==> src/rtl/shift_arbiter.sv <==
// Two-requester round-robin front end for a single shared 16-bit shifter.
// Each operation runs IDLE -> EXEC -> OUT; the result is held in OUT until it is consumed.

module shifter (
    input  logic [15:0] data,
    input  logic [3:0]  amt,
    input  logic        mode,
    output logic [15:0] result
);
    always_comb begin
        if (mode) result = $signed(data) >>> amt;
        else      result = data << amt;
    end
endmodule

module shift_arbiter (
    input  logic        clk,
    input  logic        rst,
    input  logic        req0,
    input  logic [15:0] in0,
    input  logic [3:0]  amt0,
    input  logic        mode0,
    input  logic        req1,
    input  logic [15:0] in1,
    input  logic [3:0]  amt1,
    input  logic        mode1,
    output logic        gnt0,
    output logic        gnt1,
    output logic        res_valid,
    output logic [15:0] res_data,
    output logic        res_id,
    input  logic        res_ready
);
    // Result handshake: a result transfers on a rising edge where res_valid and res_ready are both high;
    // while res_valid is high, res_data and res_id do not change.
    typedef enum logic [1:0] {IDLE, EXEC, OUT} state_t;

    state_t      state, state_next;
    logic [15:0] op_data;
    logic [3:0]  op_amt;
    logic        op_mode;
    logic        op_id;
    logic        last_id;
    logic [15:0] shift_out;

    shifter u_shifter (
        .data   (op_data),
        .amt    (op_amt),
        .mode   (op_mode),
        .result (shift_out)
    );

    // On a tie the requester that was not granted last goes first.
    always_comb begin
        gnt0 = 1'b0;
        gnt1 = 1'b0;
        if (state == IDLE && !rst) begin
            if (req0 && req1) begin
                gnt0 = last_id;
                gnt1 = !last_id;
            end else begin
                gnt0 = req0;
                gnt1 = req1;
            end
        end
    end

    always_comb begin
        state_next = state;
        case (state)
            IDLE:    if (gnt0 || gnt1) state_next = EXEC;
            EXEC:    state_next = OUT;
            OUT:     if (res_ready) state_next = IDLE;
            default: state_next = IDLE;
        endcase
    end

    assign res_valid = (state == OUT);

    always_ff @(posedge clk) begin
        if (rst) begin
            state    <= IDLE;
            op_data  <= 16'h0000;
            op_amt   <= 4'd0;
            op_mode  <= 1'b0;
            op_id    <= 1'b0;
            last_id  <= 1'b1;
            res_data <= 16'h0000;
            res_id   <= 1'b0;
        end else begin
            state <= state_next;
            if (gnt0) begin
                op_data <= in0;
                op_amt  <= amt0;
                op_mode <= mode0;
                op_id   <= 1'b0;
                last_id <= 1'b0;
            end else if (gnt1) begin
                op_data <= in1;
                op_amt  <= amt1;
                op_mode <= mode1;
                op_id   <= 1'b1;
                last_id <= 1'b1;
            end
            if (state == EXEC) begin
                res_data <= shift_out;
                res_id   <= op_id;
            end
        end
    end
endmodule

==> config.mk <==
export PLATFORM = sky130hd
export DESIGN_NAME = shift_arbiter
export DESIGN_NICKNAME = d
export VERILOG_FILES = /design/src/rtl/shift_arbiter.sv
export SDC_FILE = /design/constraint.sdc
export NUM_CORES = 1
export LEC_CHECK = 0
export ABC_AREA = 1
export CORE_MARGIN = 3
export CORE_UTILIZATION = 35
export CTS_BUF_LIST = sky130_fd_sc_hd__clkbuf_2
export DETAILED_ROUTE_END_ITERATION = 7
export PLACE_DENSITY = 0.67
export SLEW_MARGIN = 5
export SYNTH_ARGS = -nofsm -noshare
export SYNTH_HDL_FRONTEND = slang
export SYNTH_HIERARCHICAL = 1
export SYNTH_SLANG_ARGS = --single-unit
==> constraint.sdc <==
create_clock -name clk -period 4.2 [get_ports clk]
set_input_delay 0.84 -clock clk [delete_from_list [all_inputs] [get_ports clk]]
set_output_delay 0.84 -clock clk [all_outputs]
set_load 0.03 [all_outputs]
==> results of run 1 <==
-- per-stage QoR --
step	util [%]	worst slack [ns]	std cells
floorplan	-	1.820	574
global placement	42.83	0.7978	735
detailed placement	42.83	0.7675	735
CTS	43.33	0.7675	743
global route	43.33	0.6782	743
finish	43.33	0.7850	743
-- state kept, by name, indices dropped and copies added (netlist names) --
name,count
op_id,1
last_id,1
op_mode,1
op_data,16
state,2
res_data,16
op_amt,4
res_id,1
-- where the power goes --
part	leakage [nW]	switching [W]	internal, W	total (W)
registers	0.346	0.0000683	0.000456	0.000524
clock network	0.0289	0.000138	0.0000409	0.000179
logic	1.55	0.000469	0.000289	0.000758
-- cells by family after synthesis --
| group | count (synthesis) | share of synthesized area, % |
|---|---|---|
| and+or+nand+nor | 440 | 60.10 |
| AOI/OAI and AO/OA | 34 | 5.359 |
| DFF | 42 | 25.01 |
| buffers and inverters | 58 | 9.527 |
-- path summary, 6_finish.rpt --
path | slack [ns] | depth (start not counted) | end
worst max-delay path | 0.78 | 5 | gnt1
worst min-delay path | 0.48 | 2 | op_id
worst max register to register | 1.85 | 11 | res_data[14]
worst min register to register | 0.48 | 2 | op_id
-- worst min-delay path, cell delays in order (launching register included) --
cell	delay [ns]
dfxtp_1	0.35
inv_1	0.07
a21oi_1	0.06
-- metal layers --
layer / wire length (µm) / vias up
li1: - / 1954
met1: 4261 / 1589
met2: 4112 / 151
met3: 629 / 11
met4: 82 / 0
met5: 0 / -
-- synth_stat cells, types with 5 or more instances --
cell	number	area share, %
a21oi_1	8	1.2
buf_2	21	3.1
buf_4	9	2.0
dfxtp_1	42	25
inv_1	14	1.6
inv_2	5	0.56
nand2_1	179	20
nand2_2	6	1.1
nand2_4	9	3.0
nand3_1	134	20
nand3b_1	21	4.7
nor2_1	83	9.3
o21ai_0	18	2.7
o21ai_1	5	0.74
-- layout make-up --
type / count / area [µm²] / share of cell area (%)
Tap cell: 129 / 161.4 / 4.012
Inverter: 20 / 82.58 / 2.053
Timing Repair Buffer: 70 / 690.7 / 17.17
Multi-Input combinational cell: 474 / 2201 / 54.71
Sequential cell: 42 / 840.8 / 20.90
Clock inverter: 3 / 21.27 / 0.5288
Clock buffer: 5 / 25.02 / 0.6221
==> flow_summary.ini, run 1 <==
[grt]
grt_first_pass_wirelength_um = 15210
grt.met2_usage_pct = 26.51
grt.overflow.total = 0
use_met3_pct = 3.228
gr-usage-met1_pct = 22.81
grt_usage_pct = 16.38
antenna_found_initial = 0
grt_pass1_vias = 3250
grt_max_degree = 45
grt.busiest_layer = met2

[clock_network]
root_buffer = clkbuf_2
worstSkewPairLatency_ns = 0.41
cts_buffer_depth = 2
cts_resized = 0
postCtsSetupRepairBufs = 0
numClockSinks = 42
cts_tree = built
ctsHoldBuffers = 0
cts_buffers = 5
clk_pin_slew_ns = 0.23
htreeDepth = 2

[logic_synthesis]
synth_ff_type = dfxtp_1
syn_inst = 574
yosys_register_bits = 42
yosysUniqueCellTypes = 27
avgSynthCellArea_um2 = 5.857
async_reset_ff_share_pct = 0
ys_seq_area_share_pct = 25.01
synth_edf_count = 0
ys_warn_count = 6
synth_area_um2 = 3362
syn_nets = 621

[sta]
slew_violations = 0
timing.fmax_mhz = 292.8
fin_crit_ns = 3.415
worst_slew_pin_slew_ns = 0.9990
rsz0062_at_grt = false
slew_headroom_pct = 33.33
period_share_pct = 81.31
fin_worst_skew_ns = 0.02168
holdWs_ns = 0.4804
finalSetupViolCount = 0
finalHoldViolations = 0
fin_setup_tns_ns = 0

[drt]
ant_nets = 0
drt_iter0_markers = 308
dr.pass1.iters = 5
wl_per_cell_um = 12.23
drt_wl_total_um = 9085
vias_per_cell = 4.987
drc = 0
vias = 3705

[floorplan]
die_h_um = 104.0
die_w_um = 104.0
start_util_pct = 36.21
dieArea_um2 = 10820
rows = 35
io_pins = 67
core_um2 = 9284

[pwr]
finalPower_w = 0.001462
power.leakage_nw = 1.926
p_per_area_nw_per_um2 = 363.3
peakVddDrop_mv = 0.1397

[setup_path]
crit_path_end_kind = output pin
worstPathArrival_ns = 2.58
path_cells = clkdlybuf4s50_1 -> nor2_8 -> nand2_2 -> inv_1 -> clkdlybuf4s50_1
crit_path_start_kind = input port
crit_path_top_delay_cell = clkdlybuf4s50_1
worst_path_most_repeated_cell = clkdlybuf4s50_1
critPathKind = in -> out
path_max_fanout = 25
crit_buf_inv = 3
reg2reg_from = op_amt[1]
critPathMaxStageDelay_ns = 0.67
crit_start = rst
required_ns = 3.36
path_delay_family = buffers and inverters

[finish]
mostFrequentLayoutCells = nand2_1 (179), nand3_1 (134), nor2_1 (83)
fillers = 1037
diodes = 0
layout.nets = 660
fin_area_um2 = 4023
final_common_cell = nand2_1
drive_gt1_share_pct = 6.352
areaGrowthSynthToFinish_pct = 19.65

[place]
gp_congestion = 0.9194
numPortBuffers = 66
place_hpwl_um = 6787
post_dp_cell_area_um2 = 3976

[job]
maxCapViolations = 0

[min_path]
hp-class = reg -> reg
min_from = op_id

[run_status]
status = finished, final reports clean
No activity file was read; power rests on OpenSTA's default activity.
==> inputs of run 2 (changes only) <==
--- a/config.mk
+++ b/config.mk
@@ -10,7 +10,7 @@
 export CORE_UTILIZATION = 35
 export CTS_BUF_LIST = sky130_fd_sc_hd__clkbuf_2
 export DETAILED_ROUTE_END_ITERATION = 7
-export PLACE_DENSITY = 0.67
+export PLACE_DENSITY = 0.69
 export SLEW_MARGIN = 5
 export SYNTH_ARGS = -nofsm -noshare
 export SYNTH_HDL_FRONTEND = slang
==> constraint.sdc (replaced) <==
create_clock -name clk -period 2.95 [get_ports clk]
set_input_delay 0.59 -clock clk [delete_from_list [all_inputs] [get_ports clk]]
set_output_delay 0.59 -clock clk [all_outputs]
set_load 0.03 [all_outputs]
==> run 2 against run 1 <==
  * Critical path depth unchanged
  * Worst setup slack worse by 0.22 ns
  * Count of clock-buffer cells in the layout up 1
  * Final area up 1.9%
  * Combinational power up 46%
  * Clock skew up 0.014 ns
  * Clock power up 90%
  * Power up 49%
  * Die area unchanged
  * Register-to-register slack worse by 0.99 ns
==> flow_summary.ini, run 2 (synthesis results as in run 1) <==
[place]
numPortBuffers = 66
dp.cells = 743
place_hpwl_um = 6829
gp_congestion = 0.9009

[finish]
drive_gt1_share_pct = 7.878
fillers = 1030
areaGrowthSynthToFinish_pct = 21.92
top_regs = op_data (16), res_data (16), op_amt (4)
utilization_pct = 44.15
mostFrequentLayoutCells = nand2_1 (179), nand3_1 (134), nor2_1 (83)
diodes = 0
layout.nets = 668
instances_no_fill = 751
final_common_cell = nand2_1

[pwr]
p_int_w = 0.001225
peakVddDrop_mv = 0.2078
switchingPower_w = 0.0009605
p_comb_share_pct = 51.0
power.leakage_nw = 1.978
clockPowerShare_pct = 15.6
power.share.switching_pct = 43.96
finalPower_w = 0.002185
p_per_area_nw_per_um2 = 533.1
seq_power_share_pct = 33.4

[setup_path]
required_ns = 2.36
path_cells = clkdlybuf4s50_1 -> nor2_8 -> nand2_2 -> inv_1 -> buf_4
critPathMaxStageDelay_ns = 0.54
crit_buf_inv = 3
critPathKind = in -> out
crit_path_end_kind = output pin
path_max_fanout = 25
crit_path_top_delay_cell = clkdlybuf4s50_1
crit_path_start_kind = input port
worstPathArrival_ns = 1.80
path_delay_family = buffers and inverters

[drt]
drc = 0
vias = 3757
dr.pass1.iters = 6
drt_wl_total_um = 9016
wl_per_cell_um = 12.01
drt_iter0_markers = 327
vias_per_cell = 5.003
ant_nets = 0

[sta]
fin_setup_tns_ns = 0
finalSetupViolCount = 0
holdWs_ns = 0.4827
period_share_pct = 80.93
timing.fmax_mhz = 418.9
slew_violations = 0
fin_crit_ns = 2.387
finalHoldViolations = 0
rsz0062_at_grt = false
slew_headroom_pct = 44.81
fin_worst_skew_ns = 0.03596
worst_slew_pin_slew_ns = 0.8269

[clock_network]
cts_buffer_depth = 2
cts_tree = built
ctsHoldBuffers = 0
clk_pin_slew_ns = 0.23
worstSkewPairLatency_ns = 0.42
numClockSinks = 42
cts_buffers = 5
htreeDepth = 2
root_buffer = clkbuf_2
postCtsSetupRepairBufs = 0
cts_resized = 0

[floorplan]
dieArea_um2 = 10820
rows = 35
io_pins = 67
die_w_um = 104.0
core_um2 = 9284
die_h_um = 104.0
start_util_pct = 36.21

[grt]
antenna_found_initial = 0
grt_first_pass_wirelength_um = 15440
grt_max_degree = 45
grt.overflow.total = 0
grt_pass1_vias = 3344
grt_usage_pct = 16.64

[job]
maxCapViolations = 0

[min_path]
hp-class = reg -> reg

[run_status]
status = finished, final reports clean
run 2: power groups by stage:
| stage | Combinational [W] | Sequential, W | Clock (W) |
|---|---|---|---|
| floorplan | 0.000798 | 0.000772 | 0 |
| global placement | 0.00110 | 0.000740 | 0 |
| detailed placement | 0.00110 | 0.000744 | 0 |
| CTS | 0.00111 | 0.000731 | 0.000352 |
| global route | 0.00126 | 0.000742 | 0.000375 |
| finish | 0.00111 | 0.000731 | 0.000340 |
run 2: layer usage:
metal / global-route usage, % / share of wire, %
met3: 3.352 / 6.7
met4: 4.558 / 1.5
met1: 23.35 / 49
met5: 0 / 0
met2: 25.91 / 43
run 2: worst min-delay path, stage by stage (launching register included):
cell     delay, ns
dfxtp_1       0.35
inv_1         0.07
a21oi_1       0.06
run 2: path summary, 6_finish.rpt:
path	startpoint	endpoint	slack, ns	cells past startpoint
hold / removal	op_id	op_id	0.48	2
hold reg to reg	op_id	op_id	0.48	2
setup reg to reg	op_amt[0]	res_data[10]	0.86	11
setup / recovery	rst	gnt1	0.56	5
run 2: final cells by class:
class                   count  area [µm²]  area share, %
clock buffers               6       30.03         0.7326
repair buffers             78       745.7          18.19
inverters                  20       82.58          2.015
multi-input cells         474        2201          53.69
flip-flops and latches     42       840.8          20.51
well taps                 129       161.4          3.938
clock inverters             2       37.54         0.9158
run 2: per-stage QoR:
stage	instance area, µm²	setup WS [ns]
finish	4099	0.5626
global route	4099	0.4775
CTS	4099	0.5383
detailed placement	4031	0.5371
global placement	4031	0.5706
floorplan	3362	1.070
==> inputs of run 3 (changes only) <==
==> constraint.sdc (replaced) <==
create_clock -name clk -period 2 [get_ports clk]
set_input_delay 0.4 -clock clk [delete_from_list [all_inputs] [get_ports clk]]
set_output_delay 0.4 -clock clk [all_outputs]
set_load 0.03 [all_outputs]
==> run 3 against run 2 <==
  * Die area unchanged
  * Sequential cell count unchanged
  * Global-route usage rose by 0.74 points
  * Sequential share of layout area down 0.20 points
  * Critical path type unchanged
  * Highest routed layer unchanged
==> flow_summary.ini, run 3 (synthesis results as in run 1) <==
[clock_network]
htreeDepth = 2
cts_buffers = 5
cts_buffer_depth = 2
root_buffer = clkbuf_2
clk_pin_slew_ns = 0.20
worstSkewPairLatency_ns = 0.40
numClockSinks = 42
cts_tree = built

[pwr]
power.leakage_nw = 2.004
peakVddDrop_mv = 0.2585
p_per_area_nw_per_um2 = 754.4

[setup_path]
path_max_fanout = 2
worstPathArrival_ns = 1.47
crit_path_end_kind = output pin
crit_path_start_kind = input port
critPathKind = in -> out
required_ns = 1.60

[sta]
timing.fmax_mhz = 534.1
slew_violations = 0
rsz0062_at_grt = false
fin_crit_ns = 1.872
finalSetupViolCount = 0
holdWs_ns = 0.4736
period_share_pct = 93.61
slew_headroom_pct = 55.75
fin_worst_skew_ns = 0.02070
finalHoldViolations = 0
worst_slew_pin_slew_ns = 0.6613
fin_setup_tns_ns = 0

[floorplan]
start_util_pct = 36.21
dieArea_um2 = 10820
io_pins = 67
rows = 35
core_um2 = 9284
die_w_um = 104.0
die_h_um = 104.0

[min_path]
hp-class = reg -> reg

[finish]
diodes = 0
drive_gt1_share_pct = 8.307
top_regs = op_data (16), res_data (16), op_amt (4)
final_common_cell = nand2_1
mostFrequentLayoutCells = nand2_1 (179), nand3_1 (134), nor2_1 (83)
areaGrowthSynthToFinish_pct = 23.11
layout.nets = 672

[drt]
drt_iter0_markers = 216
vias_per_cell = 4.979
vias = 3759
drc = 0
ant_nets = 0
dr.pass1.iters = 5
drt_wl_total_um = 9217
wl_per_cell_um = 12.21

[grt]
grt.overflow.total = 0
grt.met2_usage_pct = 27.67
gr-usage-met1_pct = 24.08
grt_max_degree = 45
grt_first_pass_wirelength_um = 16290
grt_usage_pct = 17.38
use_met3_pct = 2.917
grt.busiest_layer = met2
antenna_found_initial = 0
grt_pass1_vias = 3585

[job]
maxCapViolations = 0

[place]
place_hpwl_um = 7057
numPortBuffers = 66
gp_congestion = 0.9602

[run_status]
status = finished, final reports clean
## run 3: cell count changes in the layout (fill, tap and decap cells not counted), sizes merged
cell           previous run  this run
bufinv                    1         0
clkbuf                    6         5
dlygate4sd2               0         1
clkinv                    0         2
buf                      14        18
clkdlybuf4s50            64        63
## run 3: per-stage QoR
stage          std cells  utilization (%)  total power, W  cell area, µm²  worst slack, ns
2_1_floorplan        574                -        0.002316            3362           0.4996
3_3_place_gp         747            44.15        0.002760            4099           0.1125
3_5_place_dp         747            44.15        0.002773            4099           0.1231
4_1_cts              755            44.58        0.003135            4139           0.1129
5_1_grt              755            44.58        0.003426            4139          0.01541
6_report             755            44.58        0.003122            4139           0.1278
## run 3: final cells by class
| type | instances | area (µm²) |
|---|---|---|
| inverters | 20 | 82.58 |
| flip-flops and latches | 42 | 840.8 |
| repair buffers | 82 | 812.0 |
| clock inverters | 3 | 16.27 |
| fillers | 1057 | 5145 |
| multi-input cells | 474 | 2201 |
| well taps | 129 | 161.4 |
| clock buffers | 5 | 25.02 |
## run 3: power by group
group | internal [W] | switching (W) | total (W)
Combinational | 0.000665 | 0.00104 | 0.00171
Sequential | 0.000957 | 0.000104 | 0.00106
Clock | 0.0000798 | 0.000273 | 0.000353
Total | 0.00170 | 0.00142 | 0.00312
## run 3: path summary, 6_finish.rpt
kind | startpoint | endpoint | slack (ns) | cells past startpoint
min reg2reg | op_id | op_id | 0.47 | 2
max | req1 | gnt1 | 0.13 | 6
max reg2reg | op_amt[0] | res_data[14] | 0.25 | 11
min | op_id | op_id | 0.47 | 2
## run 3: repair_timing
action | 4_1_cts | 5_1_grt
resized for setup | 1 | 0
buffers inserted | 0 | 0
setup endpoints to repair | 1 | 0
hold buffers | 0 | 0
## run 3: worst max-delay path: stages
cell             delay, ns
clkdlybuf4s50_1       0.50
inv_2                 0.05
a21oi_1               0.22
nand2_2               0.10
inv_1                 0.06
buf_4                 0.15
## run 3: routing by layer
metal  vias to the layer above  routed length, µm
met5                         -                  0
li1                       1976                  -
met3                        18                522
met4                         0                154
met2                       132               4048
met1                      1633               4492
==> variant 1 (settings of run 2) <==
Encoding of `state_t`: now one-hot (3 bits for 3 states).
--- a/src/rtl/shift_arbiter.sv
+++ b/src/rtl/shift_arbiter.sv
@@ -33,7 +33,7 @@
 );
     // Result handshake: a result transfers on a rising edge where res_valid and res_ready are both high;
     // while res_valid is high, res_data and res_id do not change.
-    typedef enum logic [1:0] {IDLE, EXEC, OUT} state_t;
+    typedef enum logic [2:0] {IDLE = 3'b001, EXEC = 3'b010, OUT = 3'b100} state_t;
 
     state_t      state, state_next;
     logic [15:0] op_data;
Function: same outputs for any inputs over 10 cycles, from zero or initial values and one cycle with rst high; not proved beyond that.
==> variant 1 against run 2 <==
Worst hold slack got worse by 0.0043 ns. Die area increased by 2.2%. Design area increased by 1.0%. Largest power group unchanged. Non-clock buffer count increased by 1. Global-route usage increased by 0.85 points. Critical path type is now flip-flop to primary output. Sequential cell count increased by 1. Worst setup slack got worse by 0.29 ns. Total power decreased by 18%. Area after synthesis increased by 2.3%. Critical endpoint is now res_valid. Routed wire length increased by 4.8%.
==> variant 1: results (changes against run 2) <==
- CP Data Arrival Time: 2.09 ns (+0.29 ns)
- All-Layer GR Usage: 17.5% (+0.85 points)
- Distinct cells, synth: 29 (+7.4%)
- Largest net degree at the start of global routing: 35 (-22%)
- Share of cells above drive strength 1: 8.27% (+0.39 points)
- Met3 Use GR: 1.79% (-1.6 points)
- Met1 Wirelength: 4460 um (+1.9%)
- Worst R2R Start: op_amt[1]
- Synth Area in Adders: 0% (unchanged)
- DR DRC count: 0 (unchanged)
- Slew HR: 37.9% (-7.0 points)
- Hold path startpoint: res_data[1]
- Sequential share of the synthesized area: 25.0% (about the same)
- Peak supply drop: 253 uV (+22%)
- Compound-gate portion of the synthesized area: 9.13% (+3.8 points)
- M2 GR Usage: 29.7% (+3.7 points)
- Post-DP HPWL: 7470 um (+9.4%)
- Vias: 3860 (+2.7%)
- Gpl congestion: 0.940 (+4.3%)
- Grt ovf: 0 (unchanged)
- CP delay by family, top: buffers and inverters
- Vias in the first global route: 3572 (+6.8%)
- Largest regs: op_data (16), res_data (16), op_amt (4)
- GR Layer Usage met1: 23.4% (+0.061 points)
- Metal2 WL: 4470 um (+15%)
- Syn_nets: 628 (+1.1%)
- DP Area: 4100 um^2 (+1.7%)
- Leakage power: 1.92 nW (-2.9%)
- Drt wl/cell: 12.5 um (+3.8%)
- CP Max Fanout: 21 (-16%)
- Fraction of registers with async set/reset: 0% (unchanged)
- Global-route wire length before repair: 16400 um (+6.1%)
- Final #Nets: 675 (+1.0%)
- Commonest cells post-synth: 174 x nand3_1, 171 x nand2_1, 55 x inv_1
- Top cells by area, synth: nand3_1 25%, dfxtp_1 25%, nand2_1 19%, a21oi_1 6.4%, inv_1 6.0%
- Detailed Route Iter0 Violations: 311 (-4.9%)
- Final Skew: 0.0129 ns (-0.0230 ns)
- Status: completed
- CP peak stage delay: 0.73 ns (+0.19 ns)
- Met3 WL: 340 um (-44%)
- TritonRoute pass-1 iters: 5 (-1)
- I/O Buffers: 66 (unchanged)
- Critical path startpoint: state[2]
-- variant 1: cell count changes after synthesis, moves of 2 or more --
cell             run 2  this run
nor2_1              83        10
inv_1               14        55
nand3_1            134       174
a21oi_1              8        44
nand3b_1            21         0
o21ai_0             18         2
nand2_1            179       171
buf_6                1         4
buf_4                9         7
nand3_2              2         4
-- variant 1: cell families after synthesis --
group,Yosys count
AO/OA/AOI/OAI,57
flip-flops,43
buffers and inverters,99
AND/OR/NAND/NOR,382
-- variant 1: worst paths after layout --
path / cells after the start / slack, ns / to
hold / removal: 2 / 0.48 / res_data[1]
hold reg to reg: 2 / 0.48 / res_data[1]
setup / recovery: 3 / 0.27 / res_valid
setup reg to reg: 8 / 0.87 / res_data[11]
-- variant 1: cell type report --
type | instances | area (um^2)
fill | 1042 | 5270
timing repair buffer | 79 | 753
clock buffer | 6 | 30.0
clock inverter | 2 | 12.5
inverter | 60 | 233
sequential | 43 | 861
multi-input combinational | 439 | 2090
tap | 129 | 161
-- variant 1: power by group --
part	switching [mW]	leakage, nW	total, mW	internal (mW)
Clock	0.193	0.0290	0.253	0.0603
Sequential	0.0638	0.349	0.695	0.631
Combinational	0.540	1.54	0.854	0.314
-- variant 1: through the flow --
step	utilization [%]	std cells	worst slack, ns
after floorplan	-	581	1.12
after global placement	43.5	750	0.678
after detailed placement	43.5	750	0.640
after CTS	44.0	758	0.273
after global routing	44.0	758	0.171
final	44.0	758	0.273
-- variant 1: worst register-to-register path, stage by stage (launching register included) --
cell and delay, ns:
dfxtp_1 0.35, inv_1 0.67, nand3_1 0.23, nand3_1 0.15, o21ai_1 0.09, a21oi_1 0.26
nand2_1 0.09, nand3_1 0.10, a21oi_1 0.08
==> variant 2 (settings of run 2) <==
Made on the original files. Make the reset (`rst`) asynchronous in one clocked block.
--- a/src/rtl/shift_arbiter.sv
+++ b/src/rtl/shift_arbiter.sv
@@ -77,7 +77,7 @@
 
     assign res_valid = (state == OUT);
 
-    always_ff @(posedge clk) begin
+    always_ff @(posedge clk or posedge rst) begin
         if (rst) begin
             state    <= IDLE;
             op_data  <= 16'h0000;
Behaviour: differs if rst is asserted again (counterexample within 4 cycles, from zero or initial values and one cycle with rst high); with rst held inactive, the same outputs for 10 cycles.
==> variant 2 against run 2 <==
Sequential cell count unchanged. Die area increased by 2.6%. Clock skew decreased by 0.019 ns. Sequential share of layout area increased by 4.8 points. Synthesized cell count decreased by 8.0%. Area after synthesis increased by 2.8%. Design area increased by 1.4%. Global-route usage increased by 0.35 points. Routed wire length increased by 2.2%. Worst setup slack improved by 0.096 ns.
Power is not compared: it rests on default switching activity, and its combinational part moved more than twofold at a synthesized area within 25%.
==> variant 2: results (changes against run 2) <==
- R2R depth: 7 (-4)
- Mapped Avg Cell Area: 6.55 um^2 (+12%)
- Status: completed
- Crit path capture: res_valid
- Vias: 3549 (-5.5%)
- Final #Nets: 626 (-6.3%)
- Top cells by area, synth: dfrtp_1 30%, nand3_1 23%, nand2_1 19%, inv_1 6.0%, mux2_2 5.2%
- All-Layer GR Usage: 17.0% (+0.35 points)
- Fraction of registers with async set/reset: 100% (+100 points)
- Distinct cells, synth: 29 (+7.4%)
- TritonRoute pass-1 iters: 4 (-2)
- Drt wl/cell: 13.0 um (+8.3%)
- Finished Layout Cells: 709 (-5.6%)
- Reg-to-reg setup timing slack: 0.77 ns (-0.09 ns)
- Fin Hold WS: 0.507 ns (+0.0245 ns)
- Global-route wire length before repair: 15900 um (+2.7%)
- Dpl ws: 0.736 ns (+0.198 ns)
- Syn_nets: 575 (-7.4%)
- R2r endpoint: res_data[10]
- Hold path startpoint: op_amt[0]
- Worst R2R Start: op_amt[1]
- Detailed Route Iter0 Violations: 288 (-12%)
- Leading register cell type out of synthesis: dfrtp_1
- Sequential share of the synthesized area: 30.4% (+5.4 points)
- Worst slew pin tran: 0.984 ns (+0.157 ns)
- Gpl congestion: 0.924 (+2.5%)
- Compound-gate portion of the synthesized area: 3.44% (-1.9 points)
- Critical path startpoint: state[0]
- Share of cells above drive strength 1: 10.9% (+3.0 points)
- Worst Hold End: op_amt[0]
## variant 2: where the power goes
part / internal (mW) / switching (mW) / total (mW)
Combinational: 1.04 / 1.81 / 2.84
Sequential: 0.816 / 0.248 / 1.06
Clock: 0.0625 / 0.190 / 0.252
## variant 2: routing by layer
layer / share of wire (%) / track usage, %
met1: 44 / 21.8
met2: 49 / 29.1
met4: 2.0 / 6.00
met3: 4.7 / 2.27
met5: 0 / 0
## variant 2: final cells by class
| class | count | area (um^2) |
|---|---|---|
| clock buffer | 6 | 30.0 |
| clock inverter | 2 | 13.8 |
| fill | 1017 | 5260 |
| tap | 129 | 161 |
| timing repair buffer | 75 | 723 |
| inverter | 62 | 240 |
| multi-input combinational | 393 | 1940 |
| sequential | 42 | 1050 |
## variant 2: critical path, cell delays in order, from the launching register on
cell and delay, ns:
dfrtp_1 0.46, nor2_1 0.15, clkdlybuf4s50_1 0.68
